[config.mk]
export PLATFORM = sky130hd
export DESIGN_NAME = kid_life_ctrl
export DESIGN_NICKNAME = d
export VERILOG_FILES = /design/src/rtl/kid_pkg.sv /design/src/rtl/kid_life_ctrl_timer.sv /design/src/rtl/kid_life_ctrl.sv
export SDC_FILE = /design/constraint.sdc
export NUM_CORES = 1
export LEC_CHECK = 0
export CAP_MARGIN = 40
export CELL_PAD_IN_SITES_DETAIL_PLACEMENT = 1
export CELL_PAD_IN_SITES_GLOBAL_PLACEMENT = 2
export CORE_UTILIZATION = 26
export DETAILED_ROUTE_END_ITERATION = 6
export PLACE_DENSITY = 0.78
export SYNTH_ARGS = -nofsm -noshare
export SYNTH_HDL_FRONTEND = slang
export SYNTH_SLANG_ARGS = --single-unit
[constraint.sdc]
create_clock -name clk -period 1.91 [get_ports clk]
set_clock_uncertainty 0.05 [all_clocks]
set_input_delay 0.191 -clock clk [delete_from_list [all_inputs] [get_ports clk]]
set_output_delay 0.191 -clock clk [all_outputs]
set_load 0.02 [all_outputs]
[src/rtl/kid_pkg.sv]
// Shared kid sprite definitions: life-cycle state encodings and sprite geometry.
// Also used by the sprite renderer and the collision logic.
package kid_pkg;

   typedef enum logic [1:0] {
      ALIVE    = 2'd0,
      DYING    = 2'd1,
      GAMEOVER = 2'd2,
      RESPAWN  = 2'd3
   } life_state_e;

   localparam int KID_W      = 31;
   localparam int KID_H      = 23;
   localparam int KID_HALF_W = 15;
   localparam int KID_HALF_H = 11;

   function automatic logic [7:0] sat_inc8(input logic [7:0] v);
      return (v == 8'hFF) ? v : v + 8'd1;
   endfunction

endpackage

[src/rtl/kid_life_ctrl_timer.sv]
// Frame tick counter: synchronous clear, tick enable, compare against a limit.
// Counter saturates so a long stay in one state never fakes a match.
module frame_timer (
   input  logic       clk,
   input  logic       rst,
   input  logic       i_tick,
   input  logic       i_clr,
   input  logic [7:0] i_limit,
   output logic [7:0] o_count,
   output logic       o_done
);

   logic [7:0] r_cnt;

   always_ff @(posedge clk) begin
      if (!rst) begin
         r_cnt <= 8'd0;
      end else if (i_tick) begin
         if (i_clr)
            r_cnt <= 8'd0;
         else if (r_cnt != 8'hFF)
            r_cnt <= r_cnt + 8'd1;
      end
   end

   assign o_count = r_cnt;
   assign o_done  = (r_cnt == i_limit);

endmodule

[src/rtl/kid_life_ctrl.sv]
// Kid life-cycle sequencer: alive/dying/game-over/respawn, save points,
// saturating death counter. Everything advances on the frame tick only.
module kid_life_ctrl
   import kid_pkg::*;
#(
   parameter logic [9:0] INIT_X         = 10'd32,
   parameter logic [9:0] INIT_Y         = 10'd400,
   parameter int         DIE_FRAMES     = 60,
   parameter int         BLINK_FRAMES   = 4,
   parameter int         RESPAWN_FRAMES = 2
) (
   input  logic       clk,
   input  logic       rst,
   input  logic       update_tick,
   input  logic [9:0] kid_x,
   input  logic [9:0] kid_y,
   input  logic       hazard_hit,
   input  logic       save_hit,
   input  logic       restart_key,
   output logic       kid_rst,
   output logic [9:0] spawn_x,
   output logic [9:0] spawn_y,
   output logic       kid_visible,
   output logic       gameover_show,
   output logic [7:0] death_cnt,
   output logic [1:0] life_state
);

   localparam logic [7:0] DIE_LIM   = 8'(DIE_FRAMES - 1);
   localparam logic [7:0] BLINK_LIM = 8'(BLINK_FRAMES - 1);
   localparam logic [7:0] RSP_LIM   = 8'(RESPAWN_FRAMES - 1);

   life_state_e r_state;
   life_state_e w_nxt;

   logic       r_rst_prev;
   logic [9:0] r_spawn_x;
   logic [9:0] r_spawn_y;
   logic [7:0] r_deaths;
   logic [7:0] r_blink_cnt;
   logic       r_blink;
   logic       r_kid_rst;
   logic       r_vis;
   logic       r_go;

   logic       w_edge;
   logic       w_done;
   logic       w_clr;
   logic [7:0] w_limit;
   logic [7:0] w_count;
   logic       w_save;
   logic       w_death;
   logic [7:0] w_blink_cnt_nxt;
   logic       w_blink_nxt;
   logic       w_kid_rst_nxt;
   logic       w_vis_nxt;
   logic       w_go_nxt;

   assign w_edge  = restart_key & ~r_rst_prev;
   assign w_limit = (r_state == DYING) ? DIE_LIM : RSP_LIM;
   assign w_clr   = (w_nxt != r_state);

   frame_timer u_timer (
      .clk     (clk),
      .rst     (rst),
      .i_tick  (update_tick),
      .i_clr   (w_clr),
      .i_limit (w_limit),
      .o_count (w_count),
      .o_done  (w_done)
   );

   // State register
   always_ff @(posedge clk) begin
      if (!rst)
         r_state <= RESPAWN;
      else if (update_tick)
         r_state <= w_nxt;
   end

   // Next-state logic
   always_comb begin
      w_nxt = r_state;
      unique case (r_state)
         ALIVE: begin
            if (hazard_hit)
               w_nxt = DYING;
            else if (w_edge)
               w_nxt = RESPAWN;
         end
         DYING: begin
            if (w_done)
               w_nxt = GAMEOVER;
         end
         GAMEOVER: begin
            if (w_edge)
               w_nxt = RESPAWN;
         end
         RESPAWN: begin
            if (w_done)
               w_nxt = ALIVE;
         end
         default: w_nxt = RESPAWN;
      endcase
   end

   // Blink phase restarts dark on every entry into DYING
   always_comb begin
      w_blink_cnt_nxt = r_blink_cnt;
      w_blink_nxt     = r_blink;
      if (w_nxt == DYING && r_state != DYING) begin
         w_blink_cnt_nxt = 8'd0;
         w_blink_nxt     = 1'b0;
      end else if (r_state == DYING) begin
         if (r_blink_cnt == BLINK_LIM) begin
            w_blink_cnt_nxt = 8'd0;
            w_blink_nxt     = ~r_blink;
         end else begin
            w_blink_cnt_nxt = r_blink_cnt + 8'd1;
         end
      end
   end

   // Output decode of the upcoming state
   always_comb begin
      w_kid_rst_nxt = 1'b0;
      w_vis_nxt     = 1'b0;
      w_go_nxt      = 1'b0;
      unique case (w_nxt)
         ALIVE:    w_vis_nxt     = 1'b1;
         DYING:    w_vis_nxt     = w_blink_nxt;
         GAMEOVER: w_go_nxt      = 1'b1;
         RESPAWN:  w_kid_rst_nxt = 1'b1;
         default:  w_kid_rst_nxt = 1'b1;
      endcase
   end

   assign w_save  = (r_state == ALIVE) & ~hazard_hit & ~w_edge & save_hit;
   assign w_death = (r_state == ALIVE) & hazard_hit;

   always_ff @(posedge clk) begin
      if (!rst) begin
         r_rst_prev  <= 1'b1;
         r_spawn_x   <= INIT_X;
         r_spawn_y   <= INIT_Y;
         r_deaths    <= 8'd0;
         r_blink_cnt <= 8'd0;
         r_blink     <= 1'b0;
         r_kid_rst   <= 1'b1;
         r_vis       <= 1'b0;
         r_go        <= 1'b0;
      end else if (update_tick) begin
         r_rst_prev  <= restart_key;
         r_blink_cnt <= w_blink_cnt_nxt;
         r_blink     <= w_blink_nxt;
         r_kid_rst   <= w_kid_rst_nxt;
         r_vis       <= w_vis_nxt;
         r_go        <= w_go_nxt;
         if (w_save) begin
            r_spawn_x <= kid_x - 10'(KID_HALF_W);
            r_spawn_y <= kid_y - 10'(KID_HALF_H);
         end
         if (w_death)
            r_deaths <= sat_inc8(r_deaths);
      end
   end

   assign kid_rst       = r_kid_rst;
   assign kid_visible   = r_vis;
   assign gameover_show = r_go;
   assign spawn_x       = r_spawn_x;
   assign spawn_y       = r_spawn_y;
   assign death_cnt     = r_deaths;
   assign life_state    = r_state;

   logic w_unused;
   assign w_unused = ^w_count;

endmodule

# After elaboration in Yosys (flattened, before gate mapping)

Cells that the tools add are included.

Register bits: 51
Bits in latches: 0
Bits in writable memories: 0
ROM bits: 0
Bits of input ports: 26
Output and inout port bits: 33
Memories kept: 0

$add $sub $neg: 5
Multiply operators: 0
Div/mod/pow operators: 0
Magnitude comparators: 0
Equality and inequality tests: 12
Shift-type cells: 0
Muxes and demuxes: 17
Bitwise gates (word level): 10
Reductions and logical operators: 9

Operators by type and width:

| cell                  | count |
|---|---|
| $mux 8                | 5 |
| $add 8x1->8 const B   | 3 |
| $sub 10x4->10 const B | 2 |
| $eq 2x2->1 const B    | 4 |
| $eq 8x2->1 const B    | 1 |
| $eq 8x6->1            | 1 |
| $eq 8x8->1 const B    | 1 |
| $mux 2                | 4 |
| $ne 8x8->1 const B    | 1 |
| $pmux 2 s4            | 1 |
| $mux 6                | 1 |
| $reduce_and 2->1      | 3 |
| $and 1x1->1           | 5 |
| $mux 1                | 5 |
| $not 1->1             | 5 |
| $eq 2x1->1 const B    | 2 |
| $logic_not 2->1       | 2 |
| $reduce_bool 2->1     | 2 |
| $reduce_and 3->1      | 1 |
| $ne 2x1->1 const B    | 1 |
| $ne 2x2->1            | 1 |
| $pmux 1 s2            | 1 |
| $logic_and 1x1->1     | 1 |

# Depth between registers and ports, before layout

Depth after elaboration: 9
Mapped depth: 7

# By module

From an unflattened synthesis, not the netlist that was laid out.

Cell total of the unflattened synthesis: 313
Area total of the unflattened synthesis: 2752.6 sq um

Modules (own cells, without submodules):

| module        | instances | cells each | area an instance (sq um) |
|---|---|---|---|
| kid_life_ctrl | 1         | 251        | 2175.8 |
| frame_timer   | 1         | 62         | 576.8 |

# Worst setup path before layout

OpenSTA, ideal clock, no wires.

Kind: register to register
Start point: register r_blink_cnt[0]
End point: register r_vis, in the netlist kid_visible
Arrival time: 1.726 ns
Data required time: 1.728 ns
Path slack: 0.002 ns
Stages on the path, launching flop included: 7
Path buffers: 0
Cells stage by stage: dfxtp_1 -> ha_1 -> or4b_4 -> o211a_1 -> a221o_1 -> o211ai_1 -> a21oi_1

Longest elaborated chain between the ends: 5

Ends and longest elaborated chain:

| item                   | line                 | text |
|---|---|---|
| from (decl)            | kid_life_ctrl.sv:40  | `logic [7:0] r_blink_cnt;` |
| from (signal assigned) | kid_life_ctrl.sv:154 | `r_blink_cnt <= w_blink_cnt_nxt;` |
| $eq 8x2->1             | kid_life_ctrl.sv:115 | `if (r_blink_cnt == BLINK_LIM) begin` |
| $mux 1                 | kid_life_ctrl.sv:115 |  |
| $mux 1                 | kid_life_ctrl.sv:114 | `end else if (r_state == DYING) begin` |
| $mux 1                 | kid_life_ctrl.sv:111 | `if (w_nxt == DYING && r_state != DYING) begin` |
| $pmux 1 s2             | kid_life_ctrl.sv:129 | `unique case (w_nxt)` |
| to (signal assigned)   | kid_life_ctrl.sv:157 | `r_vis <= w_vis_nxt;` |
| to (decl)              | kid_life_ctrl.sv:43  | `logic r_vis;` |

Every way passes these cells.
A chain may end at the register's enable or synchronous reset.

# Final worst setup path

Start point: register r_blink_cnt[1]
End point: register r_vis, in the netlist kid_visible

Same word-level chain as after synthesis.

==> impl_metrics.prom <==
# TYPE chip_impl_metric gauge
chip_impl_info{name="outcome",value="finished, final reports clean"} 1
chip_impl_metric{name="power-per-cell-area",unit="mW/mm^2"} 630
chip_impl_metric{name="max_cap_violations",unit=""} 0
chip_impl_metric{name="post_drt_antenna_nets",unit=""} 0
chip_impl_metric{name="synthAdderAreaFrac",unit=""} 0.0249
chip_impl_metric{name="power.total",unit="mW"} 2.30
chip_impl_metric{name="irDropWorstVdd",unit="uV"} 313
chip_impl_info{name="final_cell_mix",value="58 x sky130_fd_sc_hd__clkdlybuf4s50_1, 48 x sky130_fd_sc_hd__dfxtp_1, 44 x sky130_fd_sc_hd__nor2_1, 39 x sky130_fd_sc_hd__buf_4, 31 x sky130_fd_sc_hd__nand2_1"} 1
chip_impl_metric{name="clkSinkCount",unit=""} 51
chip_impl_metric{name="largest_net_degree_at_the_start_of_global_routing",unit=""} 28
chip_impl_metric{name="report.final.setup_viol",unit=""} 0
chip_impl_metric{name="dp_worst_setup_slack",unit="ps"} -80.0
chip_impl_metric{name="first_global_vias",unit=""} 2468
chip_impl_metric{name="drtPass1Iterations",unit=""} 4
chip_impl_metric{name="gp_congestion",unit=""} 0.764
chip_impl_metric{name="power_frac_clock",unit=""} 0.344
chip_impl_metric{name="synthesized_area_fraction_occupied_by_ao_oa_aoi_and_oai_cells",unit=""} 0.169
chip_impl_info{name="hp-class",value="register to register"} 1
chip_impl_info{name="synthTopCellsByArea",value="sky130_fd_sc_hd__dfxtp_1 41%, sky130_fd_sc_hd__xor2_1 7.7%, sky130_fd_sc_hd__nor2_1 6.7%"} 1
chip_impl_metric{name="post_synth_num_cell_types",unit=""} 52
chip_impl_metric{name="hpwlAfterDp",unit="um"} 5480
chip_impl_metric{name="synth_area",unit="mm^2"} 0.00252
chip_impl_metric{name="share_of_synthesized_cell_area_in_and_or_nand_and_nor_gates",unit=""} 0.233
chip_impl_metric{name="synth.net_count",unit=""} 324
chip_impl_metric{name="max_freq",unit="MHz"} 529
chip_impl_metric{name="regToRegSetupSlack",unit="ps"} 20
chip_impl_metric{name="netlist_instances",unit=""} 293
chip_impl_metric{name="grt_remaining_overflow",unit=""} 0
chip_impl_metric{name="avgSynthCellArea",unit="um^2"} 8.59
chip_impl_metric{name="cts.reportedPaths.clkPinSlew",unit="ps"} 100
chip_impl_metric{name="asyncSetResetFlopFracSynth",unit=""} 0
chip_impl_metric{name="cts.htree.levels",unit=""} 2
chip_impl_metric{name="regArea",unit="mm^2"} 0.00102
chip_impl_metric{name="route.detailed.vias_per_inst",unit=""} 4.63
chip_impl_metric{name="core_region_area",unit="mm^2"} 0.00933
chip_impl_metric{name="combPwrFrac",unit=""} 0.170
chip_impl_info{name="synth_top_area_cell",value="sky130_fd_sc_hd__dfxtp_1"} 1
chip_impl_info{name="ys.flop_type",value="sky130_fd_sc_hd__dfxtp_1"} 1
chip_impl_metric{name="report.final.hold_viol_count",unit=""} 0
chip_impl_metric{name="clock_period_minus_worst_slack",unit="ps"} 1890
chip_impl_metric{name="max-slew-margin-rel",unit=""} 0.727
chip_impl_metric{name="buffer_ports.inserted",unit=""} 58
chip_impl_info{name="critical_path.endpoint_type",value="register"} 1
chip_impl_metric{name="share_seq_of_total_power",unit=""} 0.486
chip_impl_metric{name="synthToLayoutAreaGrowth",unit="%"} 44.9
chip_impl_info{name="grt_setup_unrepaired",value="true"} 1
chip_impl_metric{name="critPathMaxFanout",unit=""} 3
chip_impl_metric{name="register_area_share_after_synthesis",unit=""} 0.406
chip_impl_metric{name="maxSlewViolCount",unit=""} 0
chip_impl_metric{name="p_leak",unit="nW"} 1.37
chip_impl_metric{name="power.switching_fraction",unit=""} 0.266
chip_impl_info{name="cts_tree",value="done"} 1
chip_impl_metric{name="total_switching_power",unit="uW"} 611
chip_impl_metric{name="grt.total_usage",unit=""} 0.147
chip_impl_info{name="path_class",value="register to register"} 1
chip_impl_metric{name="crit_arrival",unit="ps"} 2040
chip_impl_metric{name="synthXorXnorAreaFrac",unit=""} 0.122
chip_impl_metric{name="synth_enable_flop_cells",unit=""} 0
chip_impl_metric{name="cts.hold.buffers_added",unit=""} 0
chip_impl_metric{name="placement_rows",unit=""} 35
chip_impl_metric{name="synth_mux_area_frac",unit=""} 0.0119
chip_impl_metric{name="fp.dieArea",unit="mm^2"} 0.0101
chip_impl_info{name="most_common_cell_after_layout_fill_and_taps_aside",value="sky130_fd_sc_hd__clkdlybuf4s50_1"} 1
chip_impl_metric{name="tightest_slew",unit="ps"} 407
chip_impl_metric{name="cts_buffer_depth",unit=""} 2
chip_impl_metric{name="worstPathRequired",unit="ps"} 2060
chip_impl_info{name="synth_top_family_by_area",value="simple AND/OR/NAND/NOR gates"} 1
chip_impl_metric{name="floorplan.die.height",unit="um"} 100
chip_impl_metric{name="drive_gt1_frac",unit=""} 0.152
chip_impl_metric{name="postSynthRegisterBits",unit=""} 51
chip_impl_metric{name="postRouteWirelength",unit="um"} 7090
chip_impl_metric{name="wire_per_inst",unit="um"} 13.7
chip_impl_metric{name="synth_top_cell_area_share",unit=""} 0.406
chip_impl_metric{name="final_net_count",unit=""} 418
chip_impl_metric{name="dr.first_iter.drc_count",unit=""} 28
chip_impl_info{name="cp-start-kind",value="register"} 1
chip_impl_metric{name="filler_cell_count",unit=""} 1096
chip_impl_metric{name="pnr_worst_setup_slack",unit="ps"} 19.2
chip_impl_metric{name="grt_pass1_wl",unit="um"} 11700
chip_impl_metric{name="power_report.internal_total",unit="mW"} 1.69
chip_impl_metric{name="route.detailed.drc",unit=""} 0
chip_impl_metric{name="route.vias.total",unit=""} 2396
chip_impl_metric{name="clock_insertion_delay_worst_skew",unit="ps"} 310
chip_impl_metric{name="initial_utilization",unit=""} 0.270
chip_impl_metric{name="synth_warnings",unit=""} 0
chip_impl_metric{name="multi_input_area",unit="mm^2"} 0.00143
chip_impl_metric{name="grt_antenna_before_repair",unit=""} 0
chip_impl_metric{name="boundaryPins",unit=""} 59
chip_impl_metric{name="die_w",unit="um"} 100
chip_impl_metric{name="cts-buffers-inserted",unit=""} 5
chip_impl_info{name="clock-root-buffer",value="sky130_fd_sc_hd__clkbuf_8"} 1
chip_impl_metric{name="fin_crit_sh",unit=""} 0.990
chip_impl_metric{name="diodes",unit=""} 0
-- repair_timing --
action                                  CTS  global route
endpoints found under the setup margin    2            14
resized for setup                         3             4
buffers inserted                          0             4
pin swaps                                 1             5
-- worst paths after layout --
path / depth (start not counted) / startpoint / end
setup / recovery: 6 / r_blink_cnt[1] / kid_visible
hold / removal: 2 / spawn_x[1] / spawn_x[1]
setup reg to reg: 6 / r_blink_cnt[1] / kid_visible
hold reg to reg: 2 / spawn_x[1] / spawn_x[1]
-- power by group through the flow --
| stage | registers, mW | logic [mW] | clock network (mW) |
|---|---|---|---|
| 2_1_floorplan | 1.15 | 0.183 | 0 |
| 3_3_place_gp | 1.14 | 0.381 | 0 |
| 3_5_place_dp | 1.14 | 0.385 | 0 |
| 4_1_cts | 1.12 | 0.389 | 0.808 |
| 5_1_grt | 1.12 | 0.429 | 0.864 |
| 6_report | 1.12 | 0.391 | 0.790 |
-- Yosys cell counts, types with 2 or more instances --
| master | number |
|---|---|
| sky130_fd_sc_hd__nand2b_1 | 2 |
| sky130_fd_sc_hd__xnor2_1 | 13 |
| sky130_fd_sc_hd__inv_1 | 5 |
| sky130_fd_sc_hd__xor2_1 | 22 |
| sky130_fd_sc_hd__nor2b_1 | 6 |
| sky130_fd_sc_hd__and3_1 | 3 |
| sky130_fd_sc_hd__clkbuf_1 | 4 |
| sky130_fd_sc_hd__a31oi_1 | 2 |
| sky130_fd_sc_hd__o2111ai_1 | 3 |
| sky130_fd_sc_hd__or3_1 | 2 |
| sky130_fd_sc_hd__o211a_1 | 2 |
| sky130_fd_sc_hd__nor2_1 | 45 |
| sky130_fd_sc_hd__a21oi_1 | 13 |
| sky130_fd_sc_hd__dfxtp_1 | 51 |
| sky130_fd_sc_hd__a211oi_1 | 11 |
| sky130_fd_sc_hd__nand2_1 | 31 |
| sky130_fd_sc_hd__ha_1 | 5 |
| sky130_fd_sc_hd__buf_2 | 3 |
| sky130_fd_sc_hd__and4_1 | 2 |
| sky130_fd_sc_hd__nand4_1 | 6 |
| sky130_fd_sc_hd__nor3_1 | 8 |
| sky130_fd_sc_hd__o211ai_1 | 10 |
| sky130_fd_sc_hd__mux2i_1 | 3 |
| sky130_fd_sc_hd__o21ai_0 | 7 |
| sky130_fd_sc_hd__nand3_1 | 7 |
-- through the flow --
step / hold slack (ps) / util / std cells / TNS, ps / cell area (um^2)
final: 412 / 0.391 / 517 / 0 / 3640
after global routing: 435 / 0.391 / 517 / -141 / 3640
after CTS: 415 / 0.385 / 513 / -7.09 / 3590
after detailed placement: 400 / 0.373 / 505 / -1250 / 3480
after global placement: 391 / 0.373 / 505 / -466 / 3480
after floorplan: 237 / - / 293 / 0 / 2520
-- flip-flops by register name, indices dropped and copies added (netlist names), 2 cells and up --
signal / flops
spawn_x: 10
spawn_y: 10
u_timer.o_count: 8
death_cnt: 8
life_state: 2
r_blink_cnt: 8
-- logic make-up after synthesis --
group,after synthesis
AOI/OAI and AO/OA,60
xor gates and xnor gates,35
adders and majority gates,5
buffers and inverters,17
DFF,51
muxes,3
and+or+nand+nor,122
-- worst max-delay path: stages, from the launching register on --
cell                       delay (ps)
sky130_fd_sc_hd__dfxtp_2          370
sky130_fd_sc_hd__ha_4             140
sky130_fd_sc_hd__or4b_4           450
sky130_fd_sc_hd__o211a_1          220
sky130_fd_sc_hd__a221o_1          270
sky130_fd_sc_hd__o211ai_1         200
sky130_fd_sc_hd__a21oi_1           80
-- per-layer routing --
metal,global-route usage,wire length (um)
met1,0.185,3320
met2,0.249,3360
met3,0.0383,337
met4,0.0401,65
met5,0,0
-- area by class of cell --
| cell class | instances | share of cell area |
|---|---|---|
| multi-input combinational | 225 | 0.393 |
| sequential | 51 | 0.281 |
| inverter | 6 | 0.00618 |
| clock buffer | 6 | 0.0199 |
| tap | 129 | 0.0443 |
| timing repair buffer | 98 | 0.245 |
| clock inverter | 2 | 0.0106 |
Note: power is estimated with default switching activity, not from simulation.
